## src/rtl/param_load_counter_if.sv

```systemverilog
// Control and status bundle for param_load_counter.
interface param_load_counter_if #(
  parameter int unsigned WIDTH = 8
);
  logic             clear_i;
  logic             load_i;
  logic [WIDTH-1:0] load_val_i;
  logic             en_i;
  logic             up_i;
  logic [1:0]       mode_i;
  logic [WIDTH-1:0] count_o;
  logic             tc_o;
  logic             wrap_o;
  logic             done_o;
  logic             ovf_o;

  // Drives the controls and watches the count and flags.
  modport master (
    output clear_i, load_i, load_val_i, en_i, up_i, mode_i,
    input  count_o, tc_o, wrap_o, done_o, ovf_o
  );

  // The counter itself.
  modport slave (
    input  clear_i, load_i, load_val_i, en_i, up_i, mode_i,
    output count_o, tc_o, wrap_o, done_o, ovf_o
  );
endinterface

```

## src/rtl/param_load_counter.sv

```systemverilog
// Parametrised loadable up/down counter with wrap, saturate and one-shot
// modes, terminal-count, wrap and done flags.
// Optional feature macro: PARAM_LOAD_COUNTER_OVF_EN (sticky ovf_o register;
// when undefined ovf_o is tied low).
module param_load_counter #(
  parameter int unsigned      WIDTH   = 8,
  parameter logic [WIDTH-1:0] MOD_VAL = {WIDTH{1'b1}}
) (
  input logic                 clk,
  input logic                 reset,
  param_load_counter_if.slave bus
);

  typedef enum logic [1:0] {
    MODE_WRAP    = 2'b00,
    MODE_SAT     = 2'b01,
    MODE_ONESHOT = 2'b10,
    MODE_RSVD    = 2'b11
  } mode_e;

  mode_e            mode;
  logic [WIDTH-1:0] count_q, count_d;
  logic             wrap_q, wrap_d;
  logic             done_q, done_d;
  logic [WIDTH-1:0] term_val;
  logic [WIDTH-1:0] wrap_val;
  logic [WIDTH-1:0] step_val;
  logic             at_term;

  assign mode     = mode_e'(bus.mode_i);
  // Terminal value depends on direction; a wrap lands on the opposite end.
  assign term_val = bus.up_i ? MOD_VAL : '0;
  assign wrap_val = bus.up_i ? '0 : MOD_VAL;
  assign at_term  = (count_q == term_val);
  assign step_val = bus.up_i ? count_q + WIDTH'(1) : count_q - WIDTH'(1);

  // Next count, wrap pulse and done flag; clear > load > enable > hold.
  always_comb begin
    count_d = count_q;
    wrap_d  = 1'b0;
    done_d  = done_q;
    if (bus.clear_i) begin
      count_d = '0;
      done_d  = 1'b0;
    end else if (bus.load_i) begin
      count_d = (bus.load_val_i > MOD_VAL) ? MOD_VAL : bus.load_val_i;
      done_d  = 1'b0;
    end else if (bus.en_i && !done_q) begin
      case (mode)
        MODE_SAT: begin
          if (!at_term) count_d = step_val;
        end
        MODE_ONESHOT: begin
          if (!at_term) count_d = step_val;
          if (at_term || (step_val == term_val)) done_d = 1'b1;
        end
        default: begin
          if (at_term) begin
            count_d = wrap_val;
            wrap_d  = 1'b1;
          end else begin
            count_d = step_val;
          end
        end
      endcase
    end
  end

  // Count and flag registers.
  always_ff @(posedge clk or negedge reset) begin
    if (!reset) begin
      count_q <= '0;
      wrap_q  <= 1'b0;
      done_q  <= 1'b0;
    end else begin
      count_q <= count_d;
      wrap_q  <= wrap_d;
      done_q  <= done_d;
    end
  end

  assign bus.count_o = count_q;
  assign bus.wrap_o  = wrap_q;
  assign bus.done_o  = done_q;
  assign bus.tc_o    = at_term;

`ifdef PARAM_LOAD_COUNTER_OVF_EN
  logic ovf_q, ovf_d;

  // Sticky flag for any attempted step past the terminal outside one-shot.
  always_comb begin
    ovf_d = ovf_q;
    if (bus.clear_i) begin
      ovf_d = 1'b0;
    end else if (!bus.load_i && bus.en_i && !done_q &&
                 (mode != MODE_ONESHOT) && at_term) begin
      ovf_d = 1'b1;
    end
  end

  // Overflow register.
  always_ff @(posedge clk or negedge reset) begin
    if (!reset) ovf_q <= 1'b0;
    else        ovf_q <= ovf_d;
  end

  assign bus.ovf_o = ovf_q;
`else
  assign bus.ovf_o = 1'b0;
`endif

endmodule

```

## src/flat_wrapper.sv

```systemverilog
// flat-port wrapper written by rule: the top's interface ports become plain ports
module param_load_counter_flat 
#(
  parameter int unsigned      WIDTH   = 8,
  parameter logic [WIDTH-1:0] MOD_VAL = {WIDTH{1'b1}}
)
  (clk, reset, bus_clear_i, bus_load_i, bus_load_val_i, bus_en_i, bus_up_i, bus_mode_i, bus_count_o, bus_tc_o, bus_wrap_o, bus_done_o, bus_ovf_o);
  param_load_counter_if #(.WIDTH(WIDTH)) bus_i ();
  input logic clk;
  input logic reset;
  input wire logic [$bits(bus_i.clear_i)-1:0] bus_clear_i;
  input wire logic [$bits(bus_i.load_i)-1:0] bus_load_i;
  input wire logic [$bits(bus_i.load_val_i)-1:0] bus_load_val_i;
  input wire logic [$bits(bus_i.en_i)-1:0] bus_en_i;
  input wire logic [$bits(bus_i.up_i)-1:0] bus_up_i;
  input wire logic [$bits(bus_i.mode_i)-1:0] bus_mode_i;
  output wire logic [$bits(bus_i.count_o)-1:0] bus_count_o;
  output wire logic [$bits(bus_i.tc_o)-1:0] bus_tc_o;
  output wire logic [$bits(bus_i.wrap_o)-1:0] bus_wrap_o;
  output wire logic [$bits(bus_i.done_o)-1:0] bus_done_o;
  output wire logic [$bits(bus_i.ovf_o)-1:0] bus_ovf_o;
  assign bus_i.clear_i = bus_clear_i;
  assign bus_i.load_i = bus_load_i;
  assign bus_i.load_val_i = bus_load_val_i;
  assign bus_i.en_i = bus_en_i;
  assign bus_i.up_i = bus_up_i;
  assign bus_i.mode_i = bus_mode_i;
  assign bus_count_o = bus_i.count_o;
  assign bus_tc_o = bus_i.tc_o;
  assign bus_wrap_o = bus_i.wrap_o;
  assign bus_done_o = bus_i.done_o;
  assign bus_ovf_o = bus_i.ovf_o;
  param_load_counter #(.WIDTH(WIDTH), .MOD_VAL(MOD_VAL)) u_core (.clk(clk), .reset(reset), .bus(bus_i));
endmodule
```

## config.mk

```make
export PLATFORM = sky130hd
export DESIGN_NAME = param_load_counter_flat
export DESIGN_NICKNAME = d
export VERILOG_FILES = /design/src/rtl/param_load_counter_if.sv /design/src/rtl/param_load_counter.sv /design/src/flat_wrapper.sv
export SDC_FILE = /design/constraint.sdc
export NUM_CORES = 1
export LEC_CHECK = 0
export CAP_MARGIN = 20
export CORE_MARGIN = 2
export CORE_UTILIZATION = 47
export CTS_CLUSTER_SIZE = 40
export DETAILED_ROUTE_END_ITERATION = 8
export HOLD_SLACK_MARGIN = 0.05
export PLACE_DENSITY = 0.84
export SETUP_SLACK_MARGIN = 0.3
export SLEW_MARGIN = 20
export SYNTH_ARGS = -nofsm -noshare
export SYNTH_HDL_FRONTEND = slang
export SYNTH_SLANG_ARGS = --single-unit
```

## constraint.sdc

```tcl
create_clock -name clk -period 2.35 [get_ports clk]
set_input_delay 0.3525 -clock clk [delete_from_list [all_inputs] [get_ports clk]]
set_output_delay 0.3525 -clock clk [all_outputs]
set_load 0.01 [all_outputs]
```

==> out/metrics.yaml, run 1 <==
ys_ff_latch: 10
synth_top_family_by_area: "compound AO/OA/AOI/OAI gates"
synth_xor_area_frac: 0.0877
final_common_cell: "buf_4"
vias: 1296
rsz0062_at_grt: "yes"
crit_buf_inv: 1
path_delay_family: "compound AO/OA/AOI/OAI gates"
p_sw_uw: 323
clkPwrFrac: 0.203
placed_area_um2: 1560
violations: "DRC"
grt_pass1_vias: 1314
syn-cell-area_um2: 998
nFillCells: 89
ys_types: 45
cts_tree: "yes"
hold_class: "input pin to async pin"
root_buffer: "clkbuf_4"
worstSetupPathType: "flop to flop"
top_layer: "met4"
layout_common_cells: "buf_4, clkdlybuf4s50_1, nor2_1, a21oi_1, nand2_1"
initial_core_util: 0.504
cap_violations: 0
crit_path_end_kind: "flop"
nets: 205
worst_pin_slew_ns: 0.502
critPathMaxStageDelay_ns: 0.46
ys_warn_count: 0
synth_flop_cell: "dfrtp_1"
vias_per_cell: 6.26
min_period_ns: 2.18
grt_pass1_wl_um: 6150
path_max_fanout: 5
peakVddDrop_mv: 0.414
p_comb_frac: 0.555
grt_max_degree: 16
die_h_um: 50.1
synthCells: 118
p_per_area_nw_per_um2: 469
power.share.sequential: 0.242
cp.arrival_ns: 2.38
start_kind: "flop"
fin_skew_ns: 0.00211
route.met2.wl_um: 2190
n_antenna_cell: 0
synthMuxAreaShare: 0.0100
max_freq_mhz: 458
post-place-ws_ns: -0.532
overflow: 0
synth_compound_area_frac: 0.286
drt-initial-drc-count: 52
place_hpwl_um: 2560
port_buffers: 26
path_clk_slew_ns: 0.08
setup_viol: 0
fin_crit_sh: 0.929
synth_fa_ha_area_frac: 0.108
antenna_found_initial: 0
p_int_uw: 519
synth_simple_gate_area_frac: 0.197
worstPathRequired_ns: 2.55
die_w_um: 50.1
avgSynthCellArea_um2: 8.46
syn2layout_area_growth_pct: 79.8
slew_headroom: 0.664
cts_buffers: 3
grt_usage: 0.335
slowest_stage: "dfrtp_1"
wl_met1_um: 1650
drc: 2
ys_async_sr_fraction: 1.00
maxSlewViolCount: 0
setup_ws_ns: 0.166
seq_area_frac_synth: 0.251
wl_met3_um: 336
synthesis.nets: 142
clock-sinks: 10
ant_nets: 0
wl_per_cell_um: 21.4
switching_share: 0.383
first_pass_iters: 6
worstPathCellList: "ha_4 > buf_12 > a21oi_2 > xnor2_1 > or3_1 > a211oi_2 > mux2i_1 > o31ai_1"
drive_above_1_share: 0.439
place_congestion: 1.02
std_cell_rows: 16
fin_area_um2: 1800
leakagePower_uw: 0.000759
status: "complete, but fails checks"
h-tree-depth: 1
hold_viol: 0
drt_wl_total_um: 4430
core-area_um2: 1980
synth-edff-count: 0
insertion_delay_ns: 0.29
io_pins: 28
clock_path_buffers: 2
cts_hold_buf: 0
die_area_um2: 2510
-- Yosys cell counts, drive strengths merged, types with 3 or more instances --
library cell / n / share of area
nor2: 11 / 0.041
xor2: 5 / 0.044
o31ai: 4 / 0.035
nand3: 4 / 0.020
nand2: 9 / 0.034
a21o: 3 / 0.024
a211oi: 3 / 0.023
nor2b: 3 / 0.019
dfrtp: 10 / 0.25
ha: 7 / 0.088
buf: 3 / 0.024
a21oi: 15 / 0.079
inv: 7 / 0.026
xnor2: 5 / 0.044
-- power by group through the flow --
| stage | sequential, uW | clock (uW) | combinational (uW) |
|---|---|---|---|
| after floorplan | 207 | 0 | 187 |
| after global placement | 204 | 0 | 342 |
| after detailed placement | 204 | 0 | 359 |
| after CTS | 202 | 165 | 406 |
| after global routing | 204 | 175 | 483 |
| final | 204 | 171 | 467 |
-- final cells by class --
| cell class | count | area [um2] | share of cell area |
|---|---|---|---|
| Multi-Input combinational cell | 96 | 873 | 0.486 |
| Sequential cell | 10 | 254 | 0.141 |
| Timing Repair Buffer | 63 | 568 | 0.316 |
| Inverter | 7 | 30.0 | 0.0167 |
| Tap cell | 27 | 33.8 | 0.0188 |
| Clock buffer | 4 | 36.3 | 0.0202 |
-- routing by layer --
metal / global-route usage / vias to the layer above
met1: 0.366 / 616
met2: 0.594 / 103
met4: 0.231 / 0
met3: 0.0364 / 29
met5: 0 / -
li1: - / 548
-- worst paths after layout --
path,slack [ns],to,from,cells after the start
worst min register to register,0.60,u_core.bus.done_o$_DFFE_PN0P_,u_core.bus.done_o$_DFFE_PN0P_,2
worst max register to register,0.17,u_core.bus.done_o$_DFFE_PN0P_,u_core.bus.count_o[5]$_DFFE_PN0P_,8
min in group clk,0.60,u_core.bus.done_o$_DFFE_PN0P_,u_core.bus.done_o$_DFFE_PN0P_,2
max in group asynchronous,1.59,u_core.bus.count_o[0]$_DFFE_PN0P_,reset,1
worst max-delay path,0.17,u_core.bus.done_o$_DFFE_PN0P_,u_core.bus.count_o[5]$_DFFE_PN0P_,8
worst min-delay path,0.40,u_core.bus.wrap_o$_DFF_PN0_,reset,1
-- what timing repair did --
| item | in CTS | in global routing |
|---|---|---|
| cloned | 0 | 0 |
| setup endpoints to repair | 10 | 10 |
| setup buffers | 6 | 1 |
| pin swaps | 7 | 6 |
| gates resized for setup | 25 | 8 |
| endpoints found under the hold margin | 0 | 0 |
-- logic make-up after synthesis --
group | after synthesis
compound gates | 38
simple gates | 38
buf+inv | 12
xor+xnor | 10
flops | 10
fa+ha+maj | 8
other cells | 1
mux | 1
-- metrics by stage --
stage                     instances  hold slack (ns)  setup TNS, ns  total power [uW]  utilization
after detailed placement        196            0.523          -4.63               564        0.787
after global routing            207            0.431              0               862        0.906
after global placement          196            0.526          -3.38               546        0.787
after CTS                       206            0.412              0               773        0.877
final                           207            0.398              0               842        0.906
after floorplan                 118           0.0569              0               394            -
-- flip-flops by register name (all words and copies together) (netlist names) --
name and flops:
u_core.bus.count_o 8, u_core.bus.wrap_o 1, u_core.bus.done_o 1
-- worst register-to-register path: cells and delay by family (launching register included) --
kind / cells / cell delay [ns]
multiplexers: 1 / 0.11
flip-flops: 1 / 0.46
AO/OA/AOI/OAI: 3 / 0.61
XOR/XNOR: 1 / 0.14
buffers and inverters: 1 / 0.13
adder cells (fa/ha/maj): 1 / 0.29
AND/OR/NAND/NOR: 1 / 0.36
(Power assumes the default switching activity.)
==> run 2, diff against run 1 <==
--- a/config.mk
+++ b/config.mk
@@ -5,7 +5,6 @@
 export SDC_FILE = /design/constraint.sdc
 export NUM_CORES = 1
 export LEC_CHECK = 0
-export CAP_MARGIN = 20
 export CORE_MARGIN = 2
 export CORE_UTILIZATION = 47
 export CTS_CLUSTER_SIZE = 40
@@ -13,7 +12,7 @@
 export HOLD_SLACK_MARGIN = 0.05
 export PLACE_DENSITY = 0.84
 export SETUP_SLACK_MARGIN = 0.3
-export SLEW_MARGIN = 20
+export SLEW_MARGIN = 10
 export SYNTH_ARGS = -nofsm -noshare
 export SYNTH_HDL_FRONTEND = slang
 export SYNTH_SLANG_ARGS = --single-unit
==> results of run 2 <==
Final layout, timing and power as in run 1 (identical DEF).
